**src/rtl/simd_pipe_ctrl_if.sv**
```systemverilog
// Instruction, stage-control and status bundle for the three-stage SIMD pipeline controller.
interface simd_pipe_ctrl_if #(
  parameter int ADDR_WIDTH   = 10,
  parameter int OP_SEL_WIDTH = 3,
  parameter int CNT_WIDTH    = 16
);
  logic                    in_valid;
  logic                    in_ready;
  logic [ADDR_WIDTH-1:0]   in_a_addr;
  logic [ADDR_WIDTH-1:0]   in_b_addr;
  logic [ADDR_WIDTH-1:0]   in_r_addr;
  logic [OP_SEL_WIDTH-1:0] in_pe_op;
  logic                    in_dot_en;
  logic                    in_shift;
  logic                    in_write_en;
  logic                    in_r_select;
  logic                    flush;

  logic                    ld_valid;
  logic [ADDR_WIDTH-1:0]   ld_a_addr;
  logic [ADDR_WIDTH-1:0]   ld_b_addr;
  logic                    ex_valid;
  logic [OP_SEL_WIDTH-1:0] ex_pe_op;
  logic                    ex_dot_en;
  logic                    ex_shift;
  logic                    st_write_en;
  logic [ADDR_WIDTH-1:0]   st_r_addr;
  logic                    st_r_select;

  logic                    tick;
  logic                    stall;
  logic                    busy;
  logic [CNT_WIDTH-1:0]    retired;

  modport master (
    output in_valid, in_a_addr, in_b_addr, in_r_addr, in_pe_op,
           in_dot_en, in_shift, in_write_en, in_r_select, flush,
    input  in_ready, ld_valid, ld_a_addr, ld_b_addr, ex_valid, ex_pe_op,
           ex_dot_en, ex_shift, st_write_en, st_r_addr, st_r_select,
           tick, stall, busy, retired
  );

  modport slave (
    input  in_valid, in_a_addr, in_b_addr, in_r_addr, in_pe_op,
           in_dot_en, in_shift, in_write_en, in_r_select, flush,
    output in_ready, ld_valid, ld_a_addr, ld_b_addr, ex_valid, ex_pe_op,
           ex_dot_en, ex_shift, st_write_en, st_r_addr, st_r_select,
           tick, stall, busy, retired
  );
endinterface

```
**src/rtl/simd_pipe_ctrl.sv**
```systemverilog
// Load/execute/store pipeline controller for a SIMD PE array: clock-divided stage advance,
// read-after-write hazard stall, flush, and a retired-instruction counter.
module simd_pipe_ctrl #(
  parameter int PE_COUNT     = 4,
  parameter int DATA_WIDTH   = 32,
  parameter int BRAM_DEPTH   = 1024,
  parameter int ADDR_WIDTH   = $clog2(BRAM_DEPTH),
  parameter int OP_SEL_WIDTH = 3,
  parameter int CLK_DIV      = 2,
  parameter int CNT_WIDTH    = 16
) (
  input logic               clk,
  input logic               rst,
  simd_pipe_ctrl_if.slave   bus
);

  localparam int DIV_W = (CLK_DIV > 1) ? $clog2(CLK_DIV) : 1;

  if (CLK_DIV < 1 || PE_COUNT < 1 || DATA_WIDTH < 1 || BRAM_DEPTH < 2) begin : g_param_check
    $error("simd_pipe_ctrl: illegal parameter value");
  end

  logic [DIV_W-1:0]        div_cnt;
  logic                    tick;
  logic                    hazard;
  logic                    ready;
  logic                    accept;

  logic                    l_valid, e_valid, s_valid;
  logic [ADDR_WIDTH-1:0]   l_a_addr, l_b_addr, l_r_addr;
  logic [OP_SEL_WIDTH-1:0] l_pe_op;
  logic                    l_dot_en, l_shift, l_write_en, l_r_select;
  logic [ADDR_WIDTH-1:0]   e_r_addr;
  logic [OP_SEL_WIDTH-1:0] e_pe_op;
  logic                    e_dot_en, e_shift, e_write_en, e_r_select;
  logic [ADDR_WIDTH-1:0]   s_r_addr;
  logic                    s_write_en, s_r_select;
  logic [CNT_WIDTH-1:0]    retired_cnt;

  assign tick   = (div_cnt == DIV_W'(CLK_DIV - 1));
  assign ready  = tick && !hazard && !bus.flush;
  assign accept = ready && bus.in_valid;

  // A load-stage source that matches a pending write further down must wait for it to retire.
  always_comb begin
    hazard = 1'b0;
    if (l_valid) begin
      if (e_valid && e_write_en && (l_a_addr == e_r_addr || l_b_addr == e_r_addr))
        hazard = 1'b1;
      if (s_valid && s_write_en && (l_a_addr == s_r_addr || l_b_addr == s_r_addr))
        hazard = 1'b1;
    end
  end

  always_ff @(posedge clk) begin
    if (rst) begin
      div_cnt     <= '0;
      l_valid     <= 1'b0;
      e_valid     <= 1'b0;
      s_valid     <= 1'b0;
      l_a_addr    <= '0;
      l_b_addr    <= '0;
      l_r_addr    <= '0;
      l_pe_op     <= '0;
      l_dot_en    <= 1'b0;
      l_shift     <= 1'b0;
      l_write_en  <= 1'b0;
      l_r_select  <= 1'b0;
      e_r_addr    <= '0;
      e_pe_op     <= '0;
      e_dot_en    <= 1'b0;
      e_shift     <= 1'b0;
      e_write_en  <= 1'b0;
      e_r_select  <= 1'b0;
      s_r_addr    <= '0;
      s_write_en  <= 1'b0;
      s_r_select  <= 1'b0;
      retired_cnt <= '0;
    end else if (bus.flush) begin
      div_cnt <= '0;
      l_valid <= 1'b0;
      e_valid <= 1'b0;
      s_valid <= 1'b0;
    end else begin
      div_cnt <= tick ? '0 : div_cnt + 1'b1;
      if (tick) begin
        s_valid     <= e_valid;
        s_r_addr    <= e_r_addr;
        s_write_en  <= e_write_en;
        s_r_select  <= e_r_select;
        retired_cnt <= retired_cnt + CNT_WIDTH'(s_valid);
        // On a stall E becomes a bubble; its fields are don't-care because valid gates them.
        e_valid     <= l_valid && !hazard;
        e_r_addr    <= l_r_addr;
        e_pe_op     <= l_pe_op;
        e_dot_en    <= l_dot_en;
        e_shift     <= l_shift;
        e_write_en  <= l_write_en;
        e_r_select  <= l_r_select;
        if (!hazard) begin
          l_valid <= accept;
          if (accept) begin
            l_a_addr   <= bus.in_a_addr;
            l_b_addr   <= bus.in_b_addr;
            l_r_addr   <= bus.in_r_addr;
            l_pe_op    <= bus.in_pe_op;
            l_dot_en   <= bus.in_dot_en;
            l_shift    <= bus.in_shift;
            l_write_en <= bus.in_write_en;
            l_r_select <= bus.in_r_select;
          end
        end
      end
    end
  end

  assign bus.in_ready    = ready;
  assign bus.ld_valid    = l_valid;
  assign bus.ld_a_addr   = l_a_addr;
  assign bus.ld_b_addr   = l_b_addr;
  assign bus.ex_valid    = e_valid;
  assign bus.ex_pe_op    = e_pe_op;
  assign bus.ex_dot_en   = e_valid && e_dot_en;
  assign bus.ex_shift    = e_valid && e_shift;
  assign bus.st_write_en = s_valid && s_write_en;
  assign bus.st_r_addr   = s_r_addr;
  assign bus.st_r_select = s_r_select;
  assign bus.tick        = tick;
  assign bus.stall       = hazard;
  assign bus.busy        = l_valid || e_valid || s_valid;
  assign bus.retired     = retired_cnt;

endmodule
```
**src/flat_wrapper.sv**
```systemverilog
// flat-port wrapper written by rule: the top's interface ports become plain ports
module simd_pipe_ctrl_flat 
#(
  parameter int PE_COUNT     = 4,
  parameter int DATA_WIDTH   = 32,
  parameter int BRAM_DEPTH   = 1024,
  parameter int ADDR_WIDTH   = $clog2(BRAM_DEPTH),
  parameter int OP_SEL_WIDTH = 3,
  parameter int CLK_DIV      = 2,
  parameter int CNT_WIDTH    = 16
)
  (clk, rst, bus_in_valid, bus_in_a_addr, bus_in_b_addr, bus_in_r_addr, bus_in_pe_op, bus_in_dot_en, bus_in_shift, bus_in_write_en, bus_in_r_select, bus_flush, bus_in_ready, bus_ld_valid, bus_ld_a_addr, bus_ld_b_addr, bus_ex_valid, bus_ex_pe_op, bus_ex_dot_en, bus_ex_shift, bus_st_write_en, bus_st_r_addr, bus_st_r_select, bus_tick, bus_stall, bus_busy, bus_retired);
  simd_pipe_ctrl_if #(.ADDR_WIDTH(ADDR_WIDTH), .OP_SEL_WIDTH(OP_SEL_WIDTH), .CNT_WIDTH(CNT_WIDTH)) bus_i ();
  input logic clk;
  input logic rst;
  input wire logic [$bits(bus_i.in_valid)-1:0] bus_in_valid;
  input wire logic [$bits(bus_i.in_a_addr)-1:0] bus_in_a_addr;
  input wire logic [$bits(bus_i.in_b_addr)-1:0] bus_in_b_addr;
  input wire logic [$bits(bus_i.in_r_addr)-1:0] bus_in_r_addr;
  input wire logic [$bits(bus_i.in_pe_op)-1:0] bus_in_pe_op;
  input wire logic [$bits(bus_i.in_dot_en)-1:0] bus_in_dot_en;
  input wire logic [$bits(bus_i.in_shift)-1:0] bus_in_shift;
  input wire logic [$bits(bus_i.in_write_en)-1:0] bus_in_write_en;
  input wire logic [$bits(bus_i.in_r_select)-1:0] bus_in_r_select;
  input wire logic [$bits(bus_i.flush)-1:0] bus_flush;
  output wire logic [$bits(bus_i.in_ready)-1:0] bus_in_ready;
  output wire logic [$bits(bus_i.ld_valid)-1:0] bus_ld_valid;
  output wire logic [$bits(bus_i.ld_a_addr)-1:0] bus_ld_a_addr;
  output wire logic [$bits(bus_i.ld_b_addr)-1:0] bus_ld_b_addr;
  output wire logic [$bits(bus_i.ex_valid)-1:0] bus_ex_valid;
  output wire logic [$bits(bus_i.ex_pe_op)-1:0] bus_ex_pe_op;
  output wire logic [$bits(bus_i.ex_dot_en)-1:0] bus_ex_dot_en;
  output wire logic [$bits(bus_i.ex_shift)-1:0] bus_ex_shift;
  output wire logic [$bits(bus_i.st_write_en)-1:0] bus_st_write_en;
  output wire logic [$bits(bus_i.st_r_addr)-1:0] bus_st_r_addr;
  output wire logic [$bits(bus_i.st_r_select)-1:0] bus_st_r_select;
  output wire logic [$bits(bus_i.tick)-1:0] bus_tick;
  output wire logic [$bits(bus_i.stall)-1:0] bus_stall;
  output wire logic [$bits(bus_i.busy)-1:0] bus_busy;
  output wire logic [$bits(bus_i.retired)-1:0] bus_retired;
  assign bus_i.in_valid = bus_in_valid;
  assign bus_i.in_a_addr = bus_in_a_addr;
  assign bus_i.in_b_addr = bus_in_b_addr;
  assign bus_i.in_r_addr = bus_in_r_addr;
  assign bus_i.in_pe_op = bus_in_pe_op;
  assign bus_i.in_dot_en = bus_in_dot_en;
  assign bus_i.in_shift = bus_in_shift;
  assign bus_i.in_write_en = bus_in_write_en;
  assign bus_i.in_r_select = bus_in_r_select;
  assign bus_i.flush = bus_flush;
  assign bus_in_ready = bus_i.in_ready;
  assign bus_ld_valid = bus_i.ld_valid;
  assign bus_ld_a_addr = bus_i.ld_a_addr;
  assign bus_ld_b_addr = bus_i.ld_b_addr;
  assign bus_ex_valid = bus_i.ex_valid;
  assign bus_ex_pe_op = bus_i.ex_pe_op;
  assign bus_ex_dot_en = bus_i.ex_dot_en;
  assign bus_ex_shift = bus_i.ex_shift;
  assign bus_st_write_en = bus_i.st_write_en;
  assign bus_st_r_addr = bus_i.st_r_addr;
  assign bus_st_r_select = bus_i.st_r_select;
  assign bus_tick = bus_i.tick;
  assign bus_stall = bus_i.stall;
  assign bus_busy = bus_i.busy;
  assign bus_retired = bus_i.retired;
  simd_pipe_ctrl #(.PE_COUNT(PE_COUNT), .DATA_WIDTH(DATA_WIDTH), .BRAM_DEPTH(BRAM_DEPTH), .ADDR_WIDTH(ADDR_WIDTH), .OP_SEL_WIDTH(OP_SEL_WIDTH), .CLK_DIV(CLK_DIV), .CNT_WIDTH(CNT_WIDTH)) u_core (.clk(clk), .rst(rst), .bus(bus_i));
endmodule
```
**config.mk**
```make
export PLATFORM = sky130hd
export DESIGN_NAME = simd_pipe_ctrl_flat
export DESIGN_NICKNAME = d
export VERILOG_FILES = /design/src/rtl/simd_pipe_ctrl_if.sv /design/src/rtl/simd_pipe_ctrl.sv /design/src/flat_wrapper.sv
export SDC_FILE = /design/constraint.sdc
export NUM_CORES = 1
export LEC_CHECK = 0
export ABC_AREA = 1
export CORE_MARGIN = 2
export CORE_UTILIZATION = 40
export CTS_CLUSTER_SIZE = 14
export DETAILED_ROUTE_END_ITERATION = 8
export DONT_BUFFER_PORTS = 1
export SLEW_MARGIN = 25
export SYNTH_ARGS = -nofsm -noshare
export SYNTH_HDL_FRONTEND = slang
export SYNTH_SLANG_ARGS = --single-unit
export TNS_END_PERCENT = 5
```
**constraint.sdc**
```tcl
create_clock -name clk -period 3.1 [get_ports clk]
set_input_delay 0.775 -clock clk [delete_from_list [all_inputs] [get_ports clk]]
set_output_delay 0.775 -clock clk [all_outputs]
set_load 0.01 [all_outputs]
```
== After elaboration in Yosys (flattened, before gate mapping) ==
Index checks and enable logic that the tools add are counted.
Operators by class
  add/subtract/negate cells: 2
  divide/modulo/power cells: 0
  reductions and logical operators: 21
  shifts and indexed selects: 0
  equality and inequality tests: 4
  multiply operators: 0
  $lt $le $gt $ge: 0
  bitwise logic cells: 2
  muxes and demuxes: 3
Operators with widths (number)
  10-bit equality test: 4
  16-bit by 1-bit adder with 16-bit output: 1
  1-bit logical AND: 10
  1-bit logical OR: 4
  2-bit AND reduction: 2
  4-bit AND reduction: 1
  1-bit 2-to-1 mux: 3
  3-bit OR reduction: 1
  1-bit logical NOT: 2
  1-bit inverter: 2
  2-bit OR reduction: 1
  1-bit adder (second input constant): 1
Word-level totals
  memories: 0
  bits in latches: 0
  logic and storage cells: 54
  output and inout port bits: 59
  bits in writable memories: 0
  input bits: 41
  bits in read-only memories: 0
  register bits after elaboration: 86

== Longest topological paths before layout ==
Gate-level depths: netlist of run 1.
  depth in word-level cells: 11
  depth in mapped cells: 17
  mapped depth without buffers: 15

== Worst setup path after synthesis of run 1 ==
OpenSTA, ideal clock, no wires.
  kind: register -> output
  start: reg u_core.l_b_addr[6], in the netlist u_core.bus.ld_b_addr[6]
  end: out bus_in_ready
  path slack: 0.758 ns
  required time: 2.325 ns
  arrival time: 1.567 ns
  stages on the path, launching flop included: 14
  buffers on the path: 2
  cells stage by stage: dfxtp_1 -> inv_1 -> or2_0 -> nand3_1 -> nor2_1 -> nand2_1 -> nand2_1 -> nand2_1 -> nand2_1 -> nand2_2 -> buf_4 -> buf_6 -> inv_1 -> nor2_1
On the way
  word-level cells in the longest chain between the ends: 9
  elaborated cells on any way between the ends: 12
  those cells by class: 2 x eq/ne; 3 x mux; 7 x reduce/logical
Ends and longest elaborated chain
  from (decl): line simd_pipe_ctrl.sv:30  | logic [ADDR_WIDTH-1:0] l_a_addr, l_b_addr, l_r_addr;
  from (signal assigned): line simd_pipe_ctrl.sv:104  | l_b_addr <= bus.in_b_addr;
  10-bit equality test: line simd_pipe_ctrl.sv:48  | if (e_valid && e_write_en && (l_a_addr == e_r_addr || l_b_addr == e_r_addr))
  1-bit logical OR: line simd_pipe_ctrl.sv:48
  1-bit logical AND: line simd_pipe_ctrl.sv:48
  1-bit 2-to-1 mux: line simd_pipe_ctrl.sv:48
  1-bit 2-to-1 mux (*): line simd_pipe_ctrl.sv:50  | if (s_valid && s_write_en && (l_a_addr == s_r_addr || l_b_addr == s_r_addr))
  1-bit 2-to-1 mux (*): line simd_pipe_ctrl.sv:47  | if (l_valid) begin
  net bus_stall: line flat_wrapper.sv:38  | output wire logic [$bits(bus_i.stall)-1:0] bus_stall;
  1-bit logical NOT (*): line simd_pipe_ctrl.sv:41  | assign ready = tick && !hazard && !bus.flush;
  1-bit logical AND (*) (2 in series): line simd_pipe_ctrl.sv:41
  to (decl): line flat_wrapper.sv:26  | output wire logic [$bits(bus_i.in_ready)-1:0] bus_in_ready;
The timed path passes the listed nets; every way through them passes the cells marked *.

== Final worst setup path of run 1 ==
  start: reg u_core.s_r_addr[3], in the netlist u_core.bus.st_r_addr[3]
  end: out bus_stall
On the way
  word-level cells in the longest chain between the ends: 5
  elaborated cells on any way between the ends: 6
  those cells by class: 2 x eq/ne; 2 x mux; 2 x reduce/logical
Ends and longest elaborated chain
  from (decl): line simd_pipe_ctrl.sv:36  | logic [ADDR_WIDTH-1:0] s_r_addr;
  from (signal assigned): line simd_pipe_ctrl.sv:88  | s_r_addr <= e_r_addr;
  10-bit equality test: line simd_pipe_ctrl.sv:50
  1-bit logical OR (*): line simd_pipe_ctrl.sv:50
  1-bit logical AND (*): line simd_pipe_ctrl.sv:50
  1-bit 2-to-1 mux (*): line simd_pipe_ctrl.sv:50
  1-bit 2-to-1 mux (*): line simd_pipe_ctrl.sv:47
  to (decl): line flat_wrapper.sv:38
Mark *: on every way between the ends. The rest lies on a longest branch, timed or not.

==> results of run 1 <==
[metal layers]
metal	wire, µm	global-route usage	vias to the layer above
li1	-	-	2049
met1	4900	0.228	1701
met2	5000	0.308	117
met3	799	0.0591	29
met4	407	0.112	0
met5	0	0	-
[power breakdown]
| group | leakage (nW) | switching (mW) | internal (mW) |
|---|---|---|---|
| sequential | 0.698 | 0.0462 | 1.14 |
| clock | 0.106 | 0.414 | 0.446 |
| combinational | 1.48 | 0.141 | 0.0823 |
[state kept, by name, indices dropped and copies added (netlist names)]
signal	flops
u_core.bus.ex_pe_op	3
u_core.bus.ex_valid	1
u_core.bus.ld_a_addr	10
u_core.bus.ld_b_addr	10
u_core.bus.ld_valid	1
u_core.bus.retired	16
u_core.bus.st_r_addr	10
u_core.bus.st_r_select	1
u_core.bus.tick	1
u_core.e_dot_en	1
u_core.e_r_addr	10
u_core.e_r_select	1
u_core.e_shift	1
u_core.e_write_en	1
u_core.l_dot_en	1
u_core.l_pe_op	3
u_core.l_r_addr	10
u_core.l_r_select	1
u_core.l_shift	1
u_core.l_write_en	1
u_core.s_valid	1
u_core.s_write_en	1
[cells in the final DEF, fill, tap and decap left out]
cell and n:
or3_1 1, clkbuf_8 9, nor2_1 73, nand3_2 1, buf_12 2, xor2_1 5, o22ai_1 1, inv_1 149
dfxtp_1 86, xnor2_1 9, o21a_1 1, o21ai_0 38, nand2_1 186, a21oi_1 34, inv_2 5, or2_0 1
nor3b_1 1, nor3_1 6, a31oi_1 2, nor3_2 2, clkinv_2 3, nor2_2 1, nand2_2 2, ha_1 2
nand3_1 12, bufinv_16 2, clkbuf_1 1, buf_4 4, nand4_1 39
[cell type report]
class | count | area [µm²]
timing repair buffer | 6 | 70.1
sequential | 86 | 1720
clock inverter | 5 | 75.1
fill | 1183 | 6090
clock buffer | 10 | 128
multi-input combinational | 417 | 1910
tap | 140 | 175
inverter | 154 | 578
[cell usage after synthesis, drive strengths merged]
cell type | number | area share
clkinv | 1 | 0.00086
dfxtp | 86 | 0.39
clkbuf | 23 | 0.020
o21a | 1 | 0.0017
o21ai | 38 | 0.043
nand2 | 188 | 0.16
nand4 | 39 | 0.056
inv | 153 | 0.13
buf | 9 | 0.018
or2 | 1 | 0.0014
ha | 2 | 0.0057
nor2 | 74 | 0.064
or3 | 1 | 0.0014
nor3b | 1 | 0.0017
a31oi | 2 | 0.0029
nor3 | 8 | 0.011
xnor2 | 9 | 0.018
xor2 | 5 | 0.010
nand3 | 13 | 0.016
a21oi | 34 | 0.039
o22ai | 1 | 0.0014
[stage by stage]
stage	worst slack (ps)	hold slack (ps)	total power, mW	util	std cells
after floorplan	758	430	1.38	-	689
after global placement	733	437	1.43	0.415	803
after detailed placement	688	444	1.44	0.415	803
after CTS	310	445	2.30	0.433	818
after global routing	66.2	446	2.39	0.433	818
final	366	459	2.27	0.433	818
[worst max-delay path, stage by stage (launching register included)]
cell	delay (ps)
dfxtp_1	430
inv_1	110
nand2_1	70
nand2_1	70
nor2_1	120
nand2_1	90
nor2_1	100
nand2_1	60
nand2_1	60
nand2_1	50
nand2_1	110
nand2_2	60
inv_1	120
buf_4	140
[cells by family after synthesis]
family | Yosys count | synth area share
simple gates | 325 | 0.314
buf+inv | 186 | 0.170
flops | 86 | 0.394
compound gates | 76 | 0.0884
xor+xnor | 14 | 0.0280
fa+ha+maj | 2 | 0.00572
[worst paths after layout]
| path | endpoint | slack (ps) | cells after the start |
|---|---|---|---|
| hold / removal | u_core.e_write_en | 460 | 2 |
| setup / recovery | bus_stall | 370 | 13 |
| setup reg to reg | u_core.bus.ld_a_addr[8] | 690 | 17 |
| hold reg to reg | u_core.e_write_en | 460 | 2 |
==> results.toml, run 1 <==
[outcome]
status = "complete, no violations"

[pwr]
peakVddDrop_v = 0.000240
p_per_area_nw_per_um2 = 487
leakage_nw = 2.28

[timing]
hold_viol_final = 0
grt_setup_unrepaired = "false"
skew_ps = 9.85
maxSlewViolCount = 0
timing.fmax_ghz = 0.366
setup_violations = 0
fin_crit_ps = 2730
tns_ps = 0
worst_pin_slew_ps = 718
fin_crit_sh = 0.882
slew_headroom = 0.520

[placed_design]
place_area_um2 = 4450
port_buffers = 0
place.gp.congestion = 0.854
place_hpwl_mm = 7.85

[global_route]
grt_overflow = 0
antenna_found_initial = 0
grtUsageTotal = 0.193
grt_pass1_wl_mm = 17.4
grt_pass1_vias = 3635
grt_max_degree = 61

[critical_path]
arrival_ps = 1960
crit_start = "u_core.bus.st_r_addr[3]"
criticalPathCategory = "reg2out"
endpoint_kind = "primary output"
critPathRequiredTime_ps = 2320
setup.worst_path.start_class = "flop"
r2r_start = "u_core.bus.st_r_addr[3]"
cp_max_fo = 4

[floorplan]
io_pins = 100
core_area_um2 = 10700
dieArea_um2 = 11800
num_rows = 38
start_util = 0.407
die_h_um = 109
fp.dieW_um = 109

[route]
drt-vias-per-instance = 4.76
vias = 3896
first_pass_iters = 4
totalWireLength_mm = 11.1
route.detailed.drc = 0
drtIter0Drc = 236
ant_nets = 0
wl_per_cell_um = 13.6

[clocking]
clkSlewWorstSetupHoldPaths_ps = 90
cts_tree = "done"
ctsRootBufferMaster = "clkbuf_8"
htreeDepth = 3
cts_made_buffers = 9
worstSkewPairLatency_ps = 370
clock_path_buffers = 2
cts_sinks = 86
postCtsHoldBufs = 0
post_cts_resized = 0
cts_setup_buffers = 0

[yosys]
ys_warn_count = 0
ys_ff_latch = 86
synth_cells = 689
avgSynthCellArea_um2 = 6.35
netlist-cell-type-count = 29
synth_nets = 732
synth_seq_area_share = 0.394
netlist_area_um2 = 4370

[layout]
nets = 717
stdcell_area_um2 = 4660
antennaDiodeCount = 0
syn2layout_area_growth_pct = 6.50
drive_gt1_frac = 0.0457

[worst_hold_path]
hp-class = "reg2reg"
min_from = "u_core.l_write_en"

[run]
drv_cap = 0
Note: power is estimated with default switching activity, not from simulation.
==> run 2, diff against run 1 <==
--- a/config.mk
+++ b/config.mk
@@ -6,6 +6,7 @@
 export NUM_CORES = 1
 export LEC_CHECK = 0
 export ABC_AREA = 1
+export CAP_MARGIN = 40
 export CORE_MARGIN = 2
 export CORE_UTILIZATION = 40
 export CTS_CLUSTER_SIZE = 14
==> constraint.sdc (replaced) <==
create_clock -name clk -period 2.55 [get_ports clk]
set_input_delay 0.6375 -clock clk [delete_from_list [all_inputs] [get_ports clk]]
set_output_delay 0.6375 -clock clk [all_outputs]
set_load 0.01 [all_outputs]
==> run 2 against run 1 <==
Net effect:
- clock skew up 5.4 ps
- via count up 2.5%
- setup slack worse by 230 ps
- count of clock-buffer cells in the layout up 3
- critical path type unchanged
- register-to-register slack worse by 150 ps
- non-clock buffer count up 9
- global-route usage up 0.58 points
- cell count up 1.2%
- die area unchanged
- power up 18%
- critical endpoint unchanged
- clock power up 10%
==> results.toml, run 2 (same netlist as run 1, synthesis figures left out) <==
[run]
drv_cap = 0

[route]
first_pass_iters = 5
vias = 3994
drtIter0Drc = 240
totalWireLength_mm = 11.3
drt-vias-per-instance = 4.82
ant_nets = 0
route.detailed.drc = 0
wl_per_cell_um = 13.6

[pwr]
p_per_area_nw_per_um2 = 559
p_clk_frac = 0.354
power_switching_mw = 0.724
p_sw_frac = 0.271
leakage_nw = 2.35
p_int_mw = 1.95
peakVddDrop_v = 0.000232
seqPwrFrac = 0.539
p_total_mw = 2.68
combPwrFrac = 0.108

[layout]
ff_latch_area_um2 = 1760
nets = 726
fillers = 1181
final_common_cell = "nand2_1"
syn2layout_area_growth_pct = 9.53
final_cell_mix = "nand2_1 (184), inv_1 (144), nor2_1 (69)"
drive_gt1_frac = 0.105
stdcell_area_um2 = 4790
largest_reg_flops = 16
instances_no_fill = 828
antennaDiodeCount = 0
multiInputGateArea_um2 = 1930

[placed_design]
port_buffers = 0
place_hpwl_mm = 8.15
post-place-ws_ps = 330
place.gp.congestion = 0.889
dp.cells = 810
place_area_um2 = 4530

[clocking]
postCtsHoldBufs = 0
clkSlewWorstSetupHoldPaths_ps = 80
cts_tree = "done"
clock_path_buffers = 2
ctsRootBufferMaster = "clkbuf_8"
cts_made_buffers = 9
cts_sinks = 86
htreeDepth = 3
worstSkewPairLatency_ps = 360

[timing]
fin_crit_sh = 0.948
timing.fmax_ghz = 0.414
setup_violations = 0
grt_setup_unrepaired = "true"
maxSlewViolCount = 0
slew_headroom = 0.684
hold_viol_final = 0
worst_pin_slew_ps = 474
tns_ps = 0
skew_ps = 15.3
fin_ws_ps = 134
fin_crit_ps = 2420

[critical_path]
critPathRequiredTime_ps = 1910
setup.worst_path.start_class = "flop"
criticalPathCategory = "reg2out"
endpoint_kind = "primary output"
cp_max_fo = 4
arrival_ps = 1780

[global_route]
antenna_found_initial = 0
grt_pass1_vias = 3791
grt_max_degree = 69
grtUsageTotal = 0.199
grt_overflow = 0
grt_pass1_wl_mm = 18.3

[floorplan]
num_rows = 38
dieArea_um2 = 11800
core_area_um2 = 10700
die_h_um = 109
fp.dieW_um = 109
io_pins = 100
start_util = 0.407

[outcome]
status = "complete, no violations"

[worst_hold_path]
hp-class = "in2reg"
-- run 2: layout make-up --
class,instances,area share
clock inverter,3,0.00940
clock buffer,13,0.0290
inverter,154,0.121
tap,140,0.0366
sequential,86,0.368
timing repair buffer,15,0.0340
multi-input combinational,417,0.403
-- run 2: what timing repair did --
| item | CTS | global route |
|---|---|---|
| gates resized for setup | 6 | 33 |
| pin swaps | 0 | 5 |
| setup endpoints to repair | 2 | 2 |
| buffers inserted | 0 | 2 |
-- run 2: path summary, 6_finish.rpt --
check	from	endpoint	slack, ps	depth (start not counted)
setup / recovery	u_core.bus.st_r_addr[0]	bus_stall	130	12
hold reg to reg	u_core.l_r_addr[9]	u_core.e_r_addr[9]	460	2
setup reg to reg	u_core.bus.ld_b_addr[6]	u_core.bus.ld_b_addr[0]	540	14
hold / removal	rst	u_core.bus.retired[11]	340	1
-- run 2: per-stage QoR --
| stage | util | hold slack [ps] |
|---|---|---|
| 2_1_floorplan | - | 430 |
| 3_3_place_gp | 0.422 | 435 |
| 3_5_place_dp | 0.422 | 444 |
| 4_1_cts | 0.440 | 323 |
| 5_1_grt | 0.446 | 328 |
| 6_report | 0.446 | 344 |
-- run 2: power groups by stage --
stage | Combinational (mW) | Clock [mW] | Sequential [mW]
floorplan | 0.224 | 0 | 1.46
global placement | 0.275 | 0 | 1.47
detailed placement | 0.280 | 0 | 1.47
CTS | 0.282 | 0.978 | 1.44
global route | 0.339 | 1.03 | 1.45
finish | 0.288 | 0.946 | 1.44
-- run 2: critical path, stage by stage (launching register included) --
cell and delay, ps:
dfxtp_4 370, inv_1 100, nand2_1 70, nand2_1 60, nand2_1 70, nor2_1 150, nand3_1 100, nand2_1 80
nand2_1 60, nand2_2 110, nand2_4 70, inv_2 70, buf_4 110
-- run 2: layer usage --
metal  track usage  wire, µm  up-vias
li1              -         -     2067
met1         0.236      4760     1806
met2         0.333      5490      109
met3        0.0573       861       12
met4        0.0861       163        0
met5             0         0        -
